[src/rtl/grf_wb_arbiter_pkg.sv]
// Shared widths, constants and the buffered write-back entry format for the
// GRF write-port arbiter.
package grf_wb_arbiter_pkg;

  localparam int REG_AW = 5;
  localparam int DATA_W = 32;
  localparam int PC_W   = 32;

  localparam logic [REG_AW-1:0] REG_ZERO = 5'd0;

  typedef struct packed {
    logic [PC_W-1:0]   pc;
    logic [REG_AW-1:0] a3;
    logic [DATA_W-1:0] wd;
  } wb_entry_t;

  localparam int ENTRY_W = $bits(wb_entry_t);

endpackage

[src/rtl/grf_wb_arbiter_wb_fifo.sv]
// DEPTH-entry FIFO holding buffered M-port write-backs, with per-slot valid
// and destination taps so the top can answer hazard queries.
module wb_fifo
  import grf_wb_arbiter_pkg::*;
#(
  parameter int DEPTH = 4,
  parameter int CW    = $clog2(DEPTH + 1)
) (
  input  logic                           Clk,
  input  logic                           Reset,
  input  logic                           i_push,
  input  logic [ENTRY_W-1:0]             i_entry,
  input  logic                           i_pop,
  output logic [ENTRY_W-1:0]             o_head,
  output logic                           o_full,
  output logic                           o_empty,
  output logic [CW-1:0]                  o_count,
  output logic [DEPTH-1:0]               o_valid,
  output logic [DEPTH-1:0][REG_AW-1:0]   o_a3
);

  localparam int PW = $clog2(DEPTH);

  wb_entry_t        r_mem [DEPTH];
  logic [PW-1:0]    r_wr_ptr;
  logic [PW-1:0]    r_rd_ptr;
  logic [CW-1:0]    r_count;
  logic [DEPTH-1:0] r_valid;

  logic w_push;
  logic w_pop;

  assign o_full  = (r_count == CW'(DEPTH));
  assign o_empty = (r_count == '0);

  // Guard locally too, so a misbehaving caller cannot corrupt the pointers.
  assign w_push = i_push && !o_full;
  assign w_pop  = i_pop && !o_empty;

  assign o_head  = r_mem[r_rd_ptr];
  assign o_count = r_count;
  assign o_valid = r_valid;

  always_comb begin
    o_a3 = '0;
    for (int i = 0; i < DEPTH; i++) begin
      o_a3[i] = r_mem[i].a3;
    end
  end

  always_ff @(posedge Clk) begin
    if (w_push) begin
      r_mem[r_wr_ptr] <= wb_entry_t'(i_entry);
    end
  end

  // Pointers are PW bits wide, so increments wrap modulo DEPTH on their own.
  always_ff @(posedge Clk) begin
    if (Reset) begin
      r_wr_ptr <= '0;
      r_rd_ptr <= '0;
      r_count  <= '0;
      r_valid  <= '0;
    end else begin
      if (w_push) begin
        r_wr_ptr <= r_wr_ptr + 1'b1;
      end
      if (w_pop) begin
        r_rd_ptr <= r_rd_ptr + 1'b1;
      end
      if (w_push && !w_pop) begin
        r_count <= r_count + 1'b1;
      end else if (w_pop && !w_push) begin
        r_count <= r_count - 1'b1;
      end
      if (w_pop) begin
        r_valid[r_rd_ptr] <= 1'b0;
      end
      if (w_push) begin
        r_valid[r_wr_ptr] <= 1'b1;
      end
    end
  end

endmodule

[src/rtl/grf_wb_arbiter.sv]
// Shares the GRF write port between the pipeline (absolute priority) and a
// buffered long-latency M port, with hazard queries and starvation stall.
module grf_wb_arbiter
  import grf_wb_arbiter_pkg::*;
#(
  parameter int DEPTH        = 4,
  parameter int STARVE_LIMIT = 8,
  parameter int CW           = $clog2(DEPTH + 1)
) (
  input  logic              Clk,
  input  logic              Reset,
  input  logic              P_WE,
  input  logic [4:0]        P_A3,
  input  logic [31:0]       P_WD,
  input  logic [31:0]       P_PC,
  input  logic              M_Valid,
  output logic              M_Ready,
  input  logic [4:0]        M_A3,
  input  logic [31:0]       M_WD,
  input  logic [31:0]       M_PC,
  input  logic [4:0]        Q_A1,
  input  logic [4:0]        Q_A2,
  output logic              Q_Busy1,
  output logic              Q_Busy2,
  output logic              Stall_Req,
  output logic [CW-1:0]     Count,
  output logic              Grf_WE,
  output logic [4:0]        Grf_A3,
  output logic [31:0]       Grf_WD,
  output logic [31:0]       Grf_PC
);

  localparam int SW = $clog2(STARVE_LIMIT + 1);

  // Handshake: an M result transfers on a posedge where M_Valid && M_Ready.
  // M_Ready reflects only the registered full flag; a pop in the same cycle
  // does not free a slot early. P is never back-pressured.

  logic                          w_p_act;
  logic                          w_push;
  logic                          w_pop;
  logic                          w_full;
  logic                          w_empty;
  wb_entry_t                     w_m_entry;
  wb_entry_t                     w_head;
  logic [DEPTH-1:0]              w_valid;
  logic [DEPTH-1:0][REG_AW-1:0]  w_a3;
  logic [SW-1:0]                 r_starve;

  assign w_p_act   = P_WE && (P_A3 != REG_ZERO);
  assign M_Ready   = !Reset && !w_full;
  assign w_push    = M_Valid && M_Ready && (M_A3 != REG_ZERO);
  assign w_pop     = !Reset && !w_p_act && !w_empty;
  assign w_m_entry = '{pc: M_PC, a3: M_A3, wd: M_WD};

  wb_fifo #(
    .DEPTH (DEPTH),
    .CW    (CW)
  ) u_fifo (
    .Clk     (Clk),
    .Reset   (Reset),
    .i_push  (w_push),
    .i_entry (w_m_entry),
    .i_pop   (w_pop),
    .o_head  (w_head),
    .o_full  (w_full),
    .o_empty (w_empty),
    .o_count (Count),
    .o_valid (w_valid),
    .o_a3    (w_a3)
  );

  always_comb begin
    Grf_WE = 1'b0;
    Grf_A3 = '0;
    Grf_WD = '0;
    Grf_PC = '0;
    if (!Reset) begin
      if (w_p_act) begin
        Grf_WE = 1'b1;
        Grf_A3 = P_A3;
        Grf_WD = P_WD;
        Grf_PC = P_PC;
      end else if (!w_empty) begin
        Grf_WE = 1'b1;
        Grf_A3 = w_head.a3;
        Grf_WD = w_head.wd;
        Grf_PC = w_head.pc;
      end
    end
  end

  // The head being popped is still a valid slot this cycle, so it stays busy.
  always_comb begin
    Q_Busy1 = 1'b0;
    Q_Busy2 = 1'b0;
    for (int i = 0; i < DEPTH; i++) begin
      if (w_valid[i] && (w_a3[i] == Q_A1)) Q_Busy1 = 1'b1;
      if (w_valid[i] && (w_a3[i] == Q_A2)) Q_Busy2 = 1'b1;
    end
    if (Reset || (Q_A1 == REG_ZERO)) Q_Busy1 = 1'b0;
    if (Reset || (Q_A2 == REG_ZERO)) Q_Busy2 = 1'b0;
  end

  always_ff @(posedge Clk) begin
    if (Reset) begin
      r_starve <= '0;
    end else if (w_pop || w_empty) begin
      r_starve <= '0;
    end else if (w_p_act && (r_starve != SW'(STARVE_LIMIT))) begin
      r_starve <= r_starve + 1'b1;
    end
  end

  assign Stall_Req = !Reset && (r_starve == SW'(STARVE_LIMIT));

endmodule
[config.mk]
export PLATFORM = sky130hd
export DESIGN_NAME = grf_wb_arbiter
export DESIGN_NICKNAME = d
export VERILOG_FILES = /design/src/rtl/grf_wb_arbiter_pkg.sv /design/src/rtl/grf_wb_arbiter_wb_fifo.sv /design/src/rtl/grf_wb_arbiter.sv
export SDC_FILE = /design/constraint.sdc
export NUM_CORES = 1
export LEC_CHECK = 0
export BUFFER_PORTS_ARGS = -buffer_cell sky130_fd_sc_hd__buf_2
export CAP_MARGIN = 20
export CORE_ASPECT_RATIO = 1.25
export CORE_MARGIN = 8
export CORE_UTILIZATION = 50
export CTS_CLUSTER_SIZE = 8
export DETAILED_ROUTE_END_ITERATION = 16
export GPL_TIMING_DRIVEN = 0
export PLACE_DENSITY = 0.75
export SLEW_MARGIN = 15
export SYNTH_ARGS = -nofsm -noshare
export SYNTH_HDL_FRONTEND = slang
export SYNTH_SLANG_ARGS = --single-unit
[constraint.sdc]
create_clock -name Clk -period 4.65 [get_ports Clk]
set_input_delay 0.93 -clock Clk [delete_from_list [all_inputs] [get_ports Clk]]
set_output_delay 0.93 -clock Clk [all_outputs]
set_load 0.02 [all_outputs]
# Word level (Yosys, flattened, before mapping)
# Memory sizes are Yosys's and may differ from the RTL's. A register that Yosys moved wholly into a read port is not among the register bits.
# Cells that the tools add are included.
# word_totals
register_bits,15
ramBits,276
inputBits,152
output_inout_bits,77
elab_cells,102
n_memories,1
# memory_table
memory,words,word_bits,rd,rd_clocked_by_memory_dff,wr,line_no,rtl
u_fifo.r_mem,4,69,5,1,1,grf_wb_arbiter_wb_fifo.sv:24,wb_entry_t r_mem [DEPTH];
# classes
n_addsub,5
magnitude_cmp,4
eq_ne,11
mux,35
n_bitwise,3
reduce_logical,38
# op_table
cell,n
2-to-1 mux 32 bit,6
== test 5 bit,8
logical AND 1 bit,22
2-to-1 mux 1 bit,17
2-to-1 mux 5 bit,3
2-to-1 mux 4 bit,3
logical NOT 5 bit,2
nonzero test 5 bit,2
logical NOT 1 bit,6
< comparator 2 x 3 -> 1 bit (second input constant),2
2-to-1 mux 3 bit,2
adder 2 x 1 -> 2 bit (second input constant),2
adder 4 x 1 -> 4 bit (second input constant),1
AND 4 bit,1
demux 1 bit (select 2 bit),2
== test 4 bit (second input constant),1
>= comparator 2 x 1 -> 1 bit (second input constant),2
2-to-1 mux 2 bit,2
inequality test 4 bit (second input constant),1
inverter 4 bit,1
OR 4 bit,1
adder 3 x 1 -> 3 bit (second input constant),1
== test 3 bit (second input constant),1
logical NOT 3 bit,1
other kinds (4),6

# Longest topological paths before layout
# Gate-level depths: netlist of the first run.
# depth
word_depth,10
ltp_mapped,10
ltp_nobuf,10

# Modules after synthesis
# A second synthesis of the first run with hierarchy kept.
# hier_totals
cells_unflattened,646
hier_area_um2,12220.5
# by_module_without_submodules
module,n_inst,cells_each,area_each_um2,seq_area_each_um2
wb_fifo,1,455,10746.6,8548.2
grf_wb_arbiter,1,191,1473.9,80.1

# Worst setup path after synthesis of the first run
# OpenSTA, ideal clock, no wires.
# synth_path
path_kind,input to register
from,in Reset
to,"mem u_fifo.r_mem[1][0] (netlist name), enable pin"
setup_ps,435
arrival_time_ps,3683
t_required_ps,4215
setup_slack_ps,532
cell_stages,5
n_path_buf,2
cell_sequence,clkbuf_1 -> a21oi_1 -> o311a_1 -> clkbuf_1 -> and2_1
# synth_via
elab_chain_len,7
# synth_lines
element,line_no,rtl
start: declaration,grf_wb_arbiter.sv:11,"input logic Reset,"
logical NOT 1 bit,grf_wb_arbiter.sv:51,assign M_Ready = !Reset && !w_full;
logical AND 1 bit,grf_wb_arbiter.sv:51,
via M_Ready,grf_wb_arbiter.sv:17,"output logic M_Ready,"
logical AND 1 bit (2 in a row),grf_wb_arbiter.sv:52,assign w_push = M_Valid && M_Ready && (M_A3 != REG_ZERO);
logical AND 1 bit,grf_wb_arbiter_wb_fifo.sv:37,assign w_push = i_push && !o_full;
2-to-1 mux 1 bit,grf_wb_arbiter_wb_fifo.sv:52,if (w_push) begin
2-to-1 mux 1 bit (implied by the code),grf_wb_arbiter_wb_fifo.sv:53,r_mem[r_wr_ptr] <= wb_entry_t'(i_entry);
end: declaration,grf_wb_arbiter_wb_fifo.sv:24,
# The timed path passes the listed nets, and every way through them passes these cells.

==> results of run 1 <==
## layer usage
| metal | vias to the layer above | global-route usage (%) |
|---|---|---|
| met5 | - | 0 |
| met4 | 2 | 7.592 |
| met3 | 62 | 3.913 |
| met2 | 267 | 31.94 |
| met1 | 3557 | 22.52 |
| li1 | 3275 | - |
## power by group through the flow
stage,clock network [uW],registers [uW],logic (uW)
detailed placement,0,3150,1960
global route,2770,3110,2090
floorplan,0,3150,1360
global placement,0,3160,1930
CTS,2650,3100,1970
finish,2600,3100,1920
## logic make-up after synthesis
logic type | Yosys count | share of synthesized area, %
AO/OA/AOI/OAI | 89 | 5.347
XOR/XNOR | 46 | 3.292
adder cells (fa/ha/maj) | 12 | 1.288
buffers and inverters | 59 | 2.249
flip-flops | 293 | 70.50
multiplexers | 71 | 12.86
AND/OR/NAND/NOR | 119 | 4.458
## critical path: cells and delay by family, from the launching register on
kind / cells / cell delay (ns)
buf+inv: 4 / 1.50
simple gates: 1 / 0.05
compound gates: 1 / 0.18
flops: 1 / 0.31
mux: 1 / 0.43
## registers in the layout, indices dropped and copies added, names as in the netlist, named ones only
name	count
u_fifo.r_mem	276
r_starve	4
u_fifo.o_valid	4
u_fifo.o_count	3
u_fifo.r_rd_ptr	2
u_fifo.r_wr_ptr	2
## path summary, 6_finish.rpt
kind                             to  cells past startpoint  slack [ns]              start
hold / removal          r_starve[2]                      2        0.50        r_starve[2]
setup / recovery         Grf_WD[23]                      7        0.74          flip-flop
hold reg to reg         r_starve[2]                      2        0.50        r_starve[2]
setup reg to reg  u_fifo.o_count[2]                     10        1.87  u_fifo.o_count[0]
## per-stage QoR
step,total power [uW],setup TNS [ns],std cells
final,7623,0,1294
after global routing,7972,0,1294
after CTS,7721,0,1293
after detailed placement,5107,0,1240
after global placement,5089,-295.03,1236
after floorplan,4512,0,689
## cells in the final DEF (no fill, tap or decap), types with 3 or more instances in the layout
master	Yosys	layout
dfxtp_1	17	17
buf_16	0	3
clkbuf_16	0	42
buf_4	5	5
o21ai_0	4	4
a21oi_1	5	5
a22oi_1	68	68
or4_1	3	3
nand2_1	7	7
or3_1	3	3
nor2_1	81	81
xnor2_1	11	11
a31oi_1	4	4
a31o_1	4	4
nor4_1	8	8
edfxtp_1	276	276
mux4_2	69	69
xor2_1	35	35
buf_2	16	233
and2_4	0	4
ha_1	11	11
inv_1	9	9
clkbuf_1	26	33
nand3_1	5	5
## area by class of cell
cell class / count / area, um2 / area share [%]
Antenna cell: 1 / 2.502 / 0.01672
Timing Repair Buffer: 221 / 1189 / 7.941
Clock inverter: 4 / 38.79 / 0.2591
Clock buffer: 49 / 1077 / 7.197
Tap cell: 330 / 412.9 / 2.759
Multi-Input combinational cell: 337 / 3344 / 22.34
Inverter: 9 / 33.78 / 0.2257
Buffer: 50 / 241.5 / 1.613
Sequential cell: 293 / 8628 / 57.64
==> reports/metrics.cfg, run 1 <==
[outcome]
status=finished, final reports clean

[floorplan]
start_util_pct=50.44
die_area_um2=29770
die_x_um=155.9
rows=64
ios=229
core_um2=24260
die_h_um=190.9

[layout]
syn_to_final_growth_pct=22.31
num-fill-cells=1785
final_core_util_pct=61.69
drive_gt1_share_pct=38.11
nNetsFinal=1118
finalInstanceArea_um2=14970

[power_and_ir_drop]
power.share.sequential_pct=40.7
vdd_ir_drop_max_v=0.0003361
p_int_uw=5503
p_leak_uw=0.005372
swShare_pct=27.80
pwr-share-clk_pct=34.1
switchingPower_uw=2119
p_per_area_nw_per_um2=509.3
combPwrFrac_pct=25.2

[setup_path]
crit_path_end_kind=output port
worst_ep_arrival_time_ns=2.98
path_class=reg -> out
critPathMaxFanout=10
critical_path.startpoint_type=flip-flop
slowest_delay_ns=0.53
required_ns=3.72
crit_path_cell_trace=clkbuf_1 -> buf_2 -> clkbuf_1 -> mux4_2 -> a22oi_1 -> nor2_1 -> buf_2
slowest_stage=clkbuf_1

[global_routing]
antenna_found_initial=2
grt_pass1_wl_um=42210
track_usage_pct=18.59
grt_max_degree=43
grt_pass1_vias=7590
grt_overflow=0

[drt]
drc=0
avgViaCountPerCell=5.536
route.top_layer_used=met5
routedWlPerCell_um=21.41
met2WireLength_um=14330
drtPass1Iterations=5
wirelength_um=27700
drtAntennaViolNets=0
drt_iter0_markers=385
met3_length_um=1738
met1_length_um=10810
via_count=7163

[clock_tree]
clk_latency_ns=0.52
numCtsBuffers=42
post_cts_buffers=0
clk_path_buf_depth=3
hold_buffers=0
clkTransAtPathRegs_ns=0.05
cts_tree=yes
root_buffer=clkbuf_16
htreeDepth=2
cts_resized=0
cts_sinks=293

[synth]
ys_seq_elements=293
yosys.cell_types.count=37
syn-num-nets=853
yosys.area.top_type=edfxtp_1
yosysSeqAreaShare_pct=70.50
postSynthAreaPerCell_um2=17.76
yosysWarnings=0
yosysTopAreaCellShare_pct=67.72
synthCells=689
synth_flop_cell=edfxtp_1
synthTopCellsByCount=276 x edfxtp_1, 81 x nor2_1, 69 x mux4_2
synth_edf_count=276
synthesis.area_um2=12240
synthTopCellsByArea=edfxtp_1 68%, mux4_2 13%, a22oi_1 4.2%
async_reset_ff_share_pct=0
synth_most_common_cell=edfxtp_1

[timing]
hold_viol_final=0
relSlewSlack_pct=34.73
rsz0062_at_grt=false
finalCritPeriodShare_pct=84.12
worstMarginPinSlew_ns=0.9716
fin_crit_ns=3.912
maxSlewViolCount=0
whs_ns=0.4975
fin_ws_ns=0.7383
max_freq_mhz=255.6
fin_worst_skew_ns=0.02275
finalSetupViolCount=0

[run]
drv_cap=0

[placed_design]
hpwl_um=18860
dp_slack_ns=0.7433
port_buffers=217
gp_congestion=0.8791
dpl-instance-area_um2=13850

[worst_hold_path]
hold_class=reg -> reg

Note: power is estimated with default switching activity, not from simulation.
==> run 2, diff against run 1 <==
--- a/config.mk
+++ b/config.mk
@@ -13,7 +13,7 @@
 export CTS_CLUSTER_SIZE = 8
 export DETAILED_ROUTE_END_ITERATION = 16
 export GPL_TIMING_DRIVEN = 0
-export PLACE_DENSITY = 0.75
+export PLACE_DENSITY = 0.78
 export SLEW_MARGIN = 15
 export SYNTH_ARGS = -nofsm -noshare
 export SYNTH_HDL_FRONTEND = slang
==> constraint.sdc (replaced) <==
create_clock -name Clk -period 3.2 [get_ports Clk]
set_input_delay 0.64 -clock Clk [delete_from_list [all_inputs] [get_ports Clk]]
set_output_delay 0.64 -clock Clk [all_outputs]
set_load 0.02 [all_outputs]
==> run 2 against run 1 <==
Clock power increased by 49%. Power increased by 47%. Routed wire length increased by 4.2%. Setup slack got worse by 0.64 ns. Flip-flop and latch count unchanged. Combinational power increased by 45%. Global-route usage increased by 0.60 points. Sequential power increased by 46%. Final area increased by 0.41%. Sequential share of layout area decreased by 0.23 points. Via count increased by 0.81%. Critical endpoint is now Grf_PC[2]. Largest power group unchanged.
==> reports/metrics.cfg, run 2 (synthesis results as in run 1) <==
[drt]
drc=0  ; unchanged
avgViaCountPerCell=5.538  ; about the same
via_count=7221  ; +0.81%
drtPass1Iterations=5  ; unchanged
routedWlPerCell_um=22.13  ; +3.4%
drtAntennaViolNets=0  ; unchanged
drt_iter0_markers=487  ; +26%
wirelength_um=28860  ; +4.2%

[floorplan]
die_x_um=155.9  ; unchanged
rows=64  ; unchanged
start_util_pct=50.44  ; unchanged
ios=229  ; unchanged
die_area_um2=29770  ; unchanged
die_h_um=190.9  ; unchanged
core_um2=24260  ; unchanged

[setup_path]
critical_path.startpoint_type=input port
path_class=in -> out
slowest_delay_ns=0.58  ; +0.05 ns
crit_path_cell_trace=buf_2 -> or4_1 -> o21a_4 -> buf_6 -> buf_2 -> a22oi_1 -> nor2_1 -> buf_2
crit_path_end_kind=output port
critPathMaxFanout=10  ; unchanged
cp.buffers_inverters=4  ; unchanged
worst_ep_arrival_time_ns=2.46  ; -0.52 ns
required_ns=2.56  ; -1.16 ns
cp_common_cell=buf_2
slowest_stage=or4_1
path_delay_family=buffers and inverters

[global_routing]
track_usage_pct=19.20  ; +0.60 points
grt_pass1_vias=7697  ; +1.4%
grt_max_degree=47  ; +9.3%
grt_overflow=0  ; unchanged
antenna_found_initial=8  ; +6
grt_pass1_wl_um=43570  ; +3.2%

[clock_tree]
root_buffer=clkbuf_16
clkTransAtPathRegs_ns=0.05  ; about the same
cts_tree=yes
numCtsBuffers=42  ; unchanged
clk_latency_ns=0.51  ; about the same
post_cts_buffers=0  ; unchanged
clk_path_buf_depth=3  ; unchanged
htreeDepth=2  ; unchanged
cts_sinks=293  ; unchanged

[placed_design]
dp_slack_ns=-0.1005  ; -0.8438 ns
hpwl_um=19270  ; +2.2%
gp_congestion=0.8780  ; -0.13%
port_buffers=217  ; unchanged
dp.cells=1240  ; unchanged

[power_and_ir_drop]
p_per_area_nw_per_um2=744.8  ; +46%
power_uw=11190  ; +47%
p_leak_uw=0.005389  ; +0.32%
vdd_ir_drop_max_v=0.0006337  ; +89%

[timing]
fin_worst_skew_ns=0.01054  ; -0.01220 ns
hold_viol_final=0  ; unchanged
rsz0062_at_grt=false
fin_ws_ns=0.09653  ; -0.6418 ns
whs_ns=0.3469  ; -0.1506 ns
finalSetupViolCount=0  ; unchanged
max_freq_mhz=322.2
maxSlewViolCount=0  ; unchanged
worstMarginPinSlew_ns=0.6498  ; -0.3217 ns
fin_crit_ns=3.103
relSlewSlack_pct=56.44  ; +22 points
finalCritPeriodShare_pct=96.98

[layout]
final_core_util_pct=61.94  ; +0.25 points
largest_reg_flops=276  ; unchanged
largest_register=u_fifo.r_mem
num-fill-cells=1777  ; -0.45%
nNetsFinal=1116  ; -0.18%
drive_gt1_share_pct=38.18  ; +0.074 points
final_cell_mix=276 x edfxtp_1, 227 x buf_2, 81 x nor2_1, 69 x mux4_2, 68 x a22oi_1
stdcell_count=1304  ; +0.77%
layout_commonest_cell=edfxtp_1
syn_to_final_growth_pct=22.81

[worst_hold_path]
hold_class=in -> reg

[outcome]
status=finished, final reports clean

[run]
drv_cap=0  ; unchanged

==> run 2: cell count changes in the layout (fill, tap and decap cells not counted) <==
cell       delta
buf_2         -6
buf_4         +2
buf_6         +1
clkbuf_1      +5
clkbuf_16     +1
clkbuf_2      +3
clkbuf_4      +2
clkinv_8      -1
dfxtp_1       -1
dfxtp_2       +1
diode_2       +4
inv_6         -1
nor3_1        -1
nor3_2        +1
==> run 2: area by class of cell <==
class                      count  area, um2  area share [%]
clock buffer                  59       1136           7.559
inverter                       9      33.78          0.2248
clock inverter                 2      13.76         0.09158
timing repair buffer         221       1189           7.909
sequential                   293       8630           57.42
multi-input combinational    337       3349           22.29
antenna                        5      12.51         0.08325
buffer                        48      252.7           1.682
tap                          330      412.9           2.747
==> run 2: per-layer routing <==
metal	GRT usage [%]	vias up	share of wire [%]
met5	0	-	0.12
met4	7.143	6	2.7
met3	4.320	58	6.7
met2	33.99	264	52
met1	22.43	3612	38
li1	-	3281	-
==> run 2: path summary, 6_finish.rpt <==
| check | slack [ns] | startpoint | end | cells after the start |
|---|---|---|---|---|
| setup reg to reg | 0.51 | u_fifo.o_count[0] | u_fifo.o_count[2] | 10 |
| hold / removal | 0.35 | M_PC[23] | u_fifo.r_mem[2][60] | 1 |
| setup / recovery | 0.1 | P_A3[0] | Grf_PC[2] | 8 |
| hold reg to reg | 0.50 | r_starve[2] | r_starve[2] | 2 |
==> run 2: timing repair <==
action | CTS | global route
cloned | 0 | 0
resized for setup | 6 | 7
hold buffers | 0 | 0
endpoints found under the setup margin | 60 | 14
==> run 2: report_power, final <==
group	total, uW	switching [uW]	internal, uW
Clock	3880	1460	2420
Combinational	2790	1530	1260
Sequential	4530	109	4420
Total	11200	3100	8090
==> run 2: stage by stage <==
stage	area, um2	setup TNS, ns
floorplan	12240	0
global placement	13740	-165.45
detailed placement	13850	-1.276
CTS	15000	0
global route	15030	0
finish	15030	0
